## src/rtl/wb_pkg.sv

```systemverilog
`default_nettype none
// ============================================================================
//  Module      : wb_pkg
//  Description : Shared widths and the writeback request payload used by the
//                writeback arbiter and its source-B FIFO.
//  Revision    : 1.0 - initial release
// ============================================================================
package wb_pkg;

  localparam int XLEN   = 32;
  localparam int REG_AW = 5;

  // One pending register-file write: destination and value.
  typedef struct packed {
    logic [REG_AW-1:0] rd;
    logic [XLEN-1:0]   data;
  } wb_req_t;

endpackage : wb_pkg
`default_nettype wire

```

## src/rtl/wb_fifo.sv

```systemverilog
`default_nettype none
// ============================================================================
//  Module      : wb_fifo
//  Description : Small synchronous FIFO holding source-B writeback requests.
//                Ports:
//                  clk, rst        clock, synchronous active-high reset
//                  push_i/push_data_i  enqueue (ignored while full)
//                  pop_i           dequeue head (ignored while empty)
//                  head_o          current head entry
//                  full_o/empty_o  occupancy flags
//                  count_o         number of stored entries
//  Revision    : 1.0 - initial release
// ============================================================================
module wb_fifo
  import wb_pkg::*;
#(
  parameter int DEPTH = 2
) (
  input  logic                     clk,
  input  logic                     rst,
  input  logic                     push_i,
  input  wb_req_t                  push_data_i,
  input  logic                     pop_i,
  output wb_req_t                  head_o,
  output logic                     full_o,
  output logic                     empty_o,
  output logic [$clog2(DEPTH):0]   count_o
);

  localparam int AW = $clog2(DEPTH);
  localparam logic [AW:0] c_depth = (AW+1)'(DEPTH);

  wb_req_t         mem_q [DEPTH];
  logic [AW-1:0]   wr_ptr_q, wr_ptr_d;
  logic [AW-1:0]   rd_ptr_q, rd_ptr_d;
  logic [AW:0]     count_q,  count_d;
  logic            w_push;
  logic            w_pop;

  assign full_o  = (count_q == c_depth);
  assign empty_o = (count_q == '0);
  assign count_o = count_q;
  assign head_o  = mem_q[rd_ptr_q];

  assign w_push = push_i && !full_o;
  assign w_pop  = pop_i  && !empty_o;

  // DEPTH is a power of two, so pointer overflow is the modulo wrap.
  always_comb begin
    wr_ptr_d = wr_ptr_q;
    rd_ptr_d = rd_ptr_q;
    count_d  = count_q;
    if (w_push) wr_ptr_d = wr_ptr_q + 1'b1;
    if (w_pop)  rd_ptr_d = rd_ptr_q + 1'b1;
    case ({w_push, w_pop})
      2'b10:   count_d = count_q + 1'b1;
      2'b01:   count_d = count_q - 1'b1;
      default: count_d = count_q;
    endcase
  end

  always_ff @(posedge clk) begin
    if (rst) begin
      wr_ptr_q <= '0;
      rd_ptr_q <= '0;
      count_q  <= '0;
    end else begin
      wr_ptr_q <= wr_ptr_d;
      rd_ptr_q <= rd_ptr_d;
      count_q  <= count_d;
    end
  end

  // Payload storage needs no reset: an entry is only read once counted.
  always_ff @(posedge clk) begin
    if (w_push) mem_q[wr_ptr_q] <= push_data_i;
  end

endmodule : wb_fifo
`default_nettype wire

```

## src/rtl/writeback_arbiter.sv

```systemverilog
`default_nettype none
// ============================================================================
//  Module      : writeback_arbiter
//  Description : Merges the ALU result stream (A, priority) and buffered
//                long-latency results (B) onto the single register-file
//                write port, with a starvation guard that stalls A so a
//                waiting B entry is eventually written.
//                Ports:
//                  clk, rst                  clock, synchronous reset
//                  a_valid/a_ready/a_rd/a_data   source A handshake+payload
//                  b_valid/b_ready/b_rd/b_data   source B handshake+payload
//                  rf_wen/rf_wa/rf_wd        registered write port
//                  b_pending                 source-B FIFO occupancy
//  Revision    : 1.0 - initial release
// ============================================================================
module writeback_arbiter
  import wb_pkg::*;
#(
  parameter int DEPTH      = 2,
  parameter int STARVE_MAX = 4
) (
  input  logic                    clk,
  input  logic                    rst,
  input  logic                    a_valid,
  output logic                    a_ready,
  input  logic [REG_AW-1:0]       a_rd,
  input  logic [XLEN-1:0]         a_data,
  input  logic                    b_valid,
  output logic                    b_ready,
  input  logic [REG_AW-1:0]       b_rd,
  input  logic [XLEN-1:0]         b_data,
  output logic                    rf_wen,
  output logic [REG_AW-1:0]       rf_wa,
  output logic [XLEN-1:0]         rf_wd,
  output logic [$clog2(DEPTH):0]  b_pending
);

  localparam int SW = $clog2(STARVE_MAX + 1);
  localparam logic [SW-1:0] c_starve_max = SW'(STARVE_MAX);

  wb_req_t            w_head;
  wb_req_t            w_push_data;
  logic               w_full;
  logic               w_empty;
  logic               w_force_b;
  logic               w_grant_a;
  logic               w_grant_b;

  logic [SW-1:0]      starve_q, starve_d;
  logic               wen_q,    wen_d;
  logic [REG_AW-1:0]  wa_q,     wa_d;
  logic [XLEN-1:0]    wd_q,     wd_d;

  assign w_push_data.rd   = b_rd;
  assign w_push_data.data = b_data;

  // Readiness looks at "full" only; a same-cycle pop does not open a slot.
  assign b_ready = !rst && !w_full;

  wb_fifo #(
    .DEPTH (DEPTH)
  ) u_fifo (
    .clk         (clk),
    .rst         (rst),
    .push_i      (b_valid && b_ready),
    .push_data_i (w_push_data),
    .pop_i       (w_grant_b),
    .head_o      (w_head),
    .full_o      (w_full),
    .empty_o     (w_empty),
    .count_o     (b_pending)
  );

  // Once B has waited STARVE_MAX cycles, A is held off for one cycle,
  // which hands the write port to the FIFO head.
  always_comb begin
    w_force_b = !w_empty && (starve_q == c_starve_max);
    a_ready   = !rst && !w_force_b;
    w_grant_a = a_valid && a_ready;
    w_grant_b = !rst && !w_empty && !w_grant_a;
  end

  always_comb begin
    starve_d = '0;
    if (!w_empty && !w_grant_b) begin
      starve_d = (starve_q == c_starve_max) ? starve_q : starve_q + 1'b1;
    end
  end

  // Writes to x0 still consume the request but never raise the enable.
  always_comb begin
    wen_d = 1'b0;
    wa_d  = wa_q;
    wd_d  = wd_q;
    if (w_grant_a) begin
      wen_d = (a_rd != '0);
      wa_d  = a_rd;
      wd_d  = a_data;
    end else if (w_grant_b) begin
      wen_d = (w_head.rd != '0);
      wa_d  = w_head.rd;
      wd_d  = w_head.data;
    end
  end

  always_ff @(posedge clk) begin
    if (rst) begin
      starve_q <= '0;
      wen_q    <= 1'b0;
      wa_q     <= '0;
      wd_q     <= '0;
    end else begin
      starve_q <= starve_d;
      wen_q    <= wen_d;
      wa_q     <= wa_d;
      wd_q     <= wd_d;
    end
  end

  assign rf_wen = wen_q;
  assign rf_wa  = wa_q;
  assign rf_wd  = wd_q;

endmodule : writeback_arbiter
`default_nettype wire

```

## config.mk

```make
export PLATFORM = sky130hd
export DESIGN_NAME = writeback_arbiter
export DESIGN_NICKNAME = d
export VERILOG_FILES = /design/src/rtl/wb_pkg.sv /design/src/rtl/wb_fifo.sv /design/src/rtl/writeback_arbiter.sv
export SDC_FILE = /design/constraint.sdc
export NUM_CORES = 1
export LEC_CHECK = 0
export CORE_ASPECT_RATIO = 1.4
export CORE_MARGIN = 3
export CORE_UTILIZATION = 49
export CTS_CLUSTER_DIAMETER = 60
export CTS_CLUSTER_SIZE = 28
export DETAILED_ROUTE_END_ITERATION = 10
export GPL_ROUTABILITY_DRIVEN = 0
export PLACE_DENSITY = 0.89
export SKIP_LAST_GASP = 1
export SLEW_MARGIN = 10
export SYNTH_ARGS = -nofsm -noshare
export SYNTH_HDL_FRONTEND = slang
export SYNTH_SLANG_ARGS = --single-unit
```

## constraint.sdc

```tcl
create_clock -name clk -period 2.95 [get_ports clk]
set_input_delay 0.885 -clock clk [delete_from_list [all_inputs] [get_ports clk]]
set_output_delay 0.885 -clock clk [all_outputs]
set_load 0.03 [all_outputs]
```

==> flow_metrics.py <==
metrics = {
    "critical_path": {
        "worstSetupStartpointType": "primary input",
        "critical_path_peak_fanout": 9,
        "cp.arrival_ns": 1.94,
        "critPathCaptureType": "output port",
        "worstPathRequired_ns": 2.07,
        "worstSetupPathType": "primary input to output port",
    },
    "detailed_routing": {
        "wire_length_reported_by_the_detailed_router_mm": 10.3,
        "detail_route.vias_per_cell": 5.24,
        "dr.first_iter.drc_count": 123,
        "drcViolationCount": 0,
        "final_antenna_net_count": 0,
        "routedWlPerCell_um": 18.1,
        "firstDrtPassIters": 6,
        "vias": 2993,
    },
    "layout": {
        "drive_above_1_share": 0.185,
        "final_cell_count_no_fill": 571,
        "nFillCells": 654,
        "synthToLayoutAreaGrowth_pct": 38.3,
        "n_antenna_cell": 0,
        "num-nets-final": 507,
    },
    "logic_synthesis": {
        "post_synth_num_cell_types": 36,
        "number_of_enable_type_register_cells_in_the_synthesized_netlist": 74,
        "synthesis.area_mm2": 0.00479,
        "ys_dominant_reg_cell": "edfxtp_1",
        "post_synthesis_average_cell_area_um2": 16.0,
        "post-synth-top-area-cell": "edfxtp_1",
        "seq_area_frac_synth": 0.657,
        "ys_seq_elements": 120,
        "synth_instances": 300,
        "synth.net_count": 381,
        "postSynth.asyncResetShare": 0,
        "ys_warn_count": 0,
        "synth_top_area_frac": 0.464,
        "netlist_top_cells_area": "edfxtp_1, dfxtp_1, mux2_2, mux2i_1, o2bb2ai_1",
    },
    "sta": {
        "unrepaired_setup_endpoints_after_global_routing": "false",
        "hold_viol": 0,
        "achievable-frequency_mhz": 354,
        "fin_worst_skew_ns": 0.00756,
        "setup_tns_ns": 0,
        "post-route-period-util": 0.959,
        "drv_slew": 0,
        "timing.final.setup_violations": 0,
        "period_minus_slack_ns": 2.83,
        "worst_slew_margin_rel": 0.383,
        "tightest_slew_ns": 0.926,
    },
    "clocking": {
        "cts_buffer_depth": 2,
        "clock_tree.htree_level_count": 4,
        "cts_sinks": 120,
        "post_cts_resize_count": 0,
        "post-cts-setup-buffers": 0,
        "cts.reportedPaths.clkPinSlew_ns": 0.05,
        "post_cts_hold_buffer_count": 0,
        "cts_inserted_buffers": 17,
        "clock_insertion_delay_worst_skew_ns": 0.41,
        "ctsRootBufferMaster": "clkbuf_16",
        "tritoncts_clock_tree": "built",
    },
    "die": {
        "initial_core_util": 0.503,
        "top_level_ports": 120,
        "die_area_mm2": 0.0110,
        "floorplan.core_area_mm2": 0.00951,
        "floorplan.die.width_um": 89.5,
        "floorplan.rows": 42,
        "chipHeight_um": 123,
    },
    "global_routing": {
        "antenna_found_initial": 0,
        "grt_usage": 0.194,
        "pin_count_of_the_biggest_net_entering_global_routing": 40,
        "grt_pass1_vias": 3197,
        "grt_first_pass_wirelength_mm": 15.5,
        "global_route.overflow_total": 0,
    },
    "placed_design": {
        "portBuffers": 119,
        "post_dp_hpwl_mm": 6.90,
        "dp_cells": 539,
    },
    "power": {
        "power_per_cell_area_mw_per_mm2": 679,
        "power.total_mw": 4.50,
        "power.static_leakage_nw": 2.21,
        "worst_ir_drop_vdd_mv": 0.491,
    },
    "run": {
        "maxCapViolCount": 0,
    },
    "worst_hold_path": {
        "holdCritPathClass": "flip-flop to flip-flop",
    },
    "run_status": {
        "outcome": "finished clean",
    },
}
## cell type report
class / instances / area (um^2) / share of cell area
Multi-Input combinational cell: 157 / 1430 / 0.216
Inverter: 5 / 18.8 / 0.00284
Clock buffer: 25 / 517 / 0.0781
Clock inverter: 7 / 65.1 / 0.00983
Sequential cell: 120 / 3140 / 0.475
Tap cell: 132 / 165 / 0.0250
Timing Repair Buffer: 125 / 1280 / 0.194
## path summary, 6_finish.rpt
| kind | end | slack (ns) | start | depth (start not counted) |
|---|---|---|---|---|
| max | a_ready | 0.12 | rst | 4 |
| min | starve_q[0]$_SDFFE_PP0P_ | 0.46 | starve_q[0]$_SDFFE_PP0P_ | 1 |
| max reg2reg | u_fifo.count_o[1]$_SDFFE_PP0P_ | 0.95 | starve_q[0]$_SDFFE_PP0P_ | 8 |
| min reg2reg | starve_q[0]$_SDFFE_PP0P_ | 0.46 | starve_q[0]$_SDFFE_PP0P_ | 1 |
## cells in the final DEF (no fill, tap or decap), types with 2 or more instances in the layout
cell type        count
mux2i_1             37
nor2_1               8
clkinv_2             4
buf_12               4
ha_1                 3
buf_4                4
or3_1                3
o2bb2ai_1           37
clkbuf_8             4
clkinvlp_4           2
nor3_1               2
clkbuf_16           18
inv_1                4
o21ai_0              2
dfxtp_1             45
clkbuf_1             3
mux2_2              37
clkdlybuf4s50_1    117
a21oi_1              4
nand2_1              4
edfxtp_1            74
nor4_1               2
## metal layers
layer | wire [um] | track usage | vias up | part of all wire
met4 | 177 | 0.0726 | 0 | 0.017
met1 | 3680 | 0.189 | 1475 | 0.36
li1 | - | - | 1418 | -
met3 | 472 | 0.0633 | 15 | 0.046
met2 | 5990 | 0.368 | 85 | 0.58
met5 | 0 | 0 | - | 0
## synth_stat cells, drive strengths merged, types with 2 or more instances
master / count
a21oi: 4
and3: 2
buf: 18
dfxtp: 46
edfxtp: 74
ha: 3
inv: 5
mux2: 37
mux2i: 37
nand2: 4
nor2: 8
nor3: 2
nor4: 2
o21ai: 2
o2bb2ai: 37
or3: 3
## kinds of logic after synthesis
logic type,count (synthesis),synth area share
flip-flops,120,0.657
multiplexers,74,0.164
AO/OA/AOI/OAI,50,0.0883
AND/OR/NAND/NOR,28,0.0337
buffers and inverters,23,0.0455
adder cells (fa/ha/maj),3,0.00784
XOR/XNOR,2,0.00366
## per-stage QoR
step / cell area, um^2 / worst slack (ns) / hold WS, ns / util
final: 6620 / 0.121 / 0.459 / 0.696
after global routing: 6620 / 0.0697 / 0.478 / 0.696
after CTS: 6620 / 0.126 / 0.465 / 0.696
after detailed placement: 6040 / 0.127 / 0.457 / 0.635
after global placement: 6040 / 0.174 / 0.439 / 0.635
after floorplan: 4790 / 0.0183 / 0.428 / -
## registers in the layout, indices dropped and copies added, names as in the netlist, named ones only
name,count
u_fifo.mem_q,74
rf_wd,32
rf_wa,5
starve_q,3
u_fifo.count_o,2
rf_wen,1
u_fifo.rd_ptr_q,1
u_fifo.wr_ptr_q,1
## power by group
part           switching (mW)  internal, mW
Sequential             0.0586          1.88
Combinational           0.277         0.311
Clock                   0.683          1.29
Total                    1.02          3.48
## worst max-delay path, cell delays in order
cell             delay [ns]
clkdlybuf4s50_1        0.63
inv_1                  0.11
and2_1                 0.15
buf_4                  0.16
Note: power is estimated with default switching activity, not from simulation.
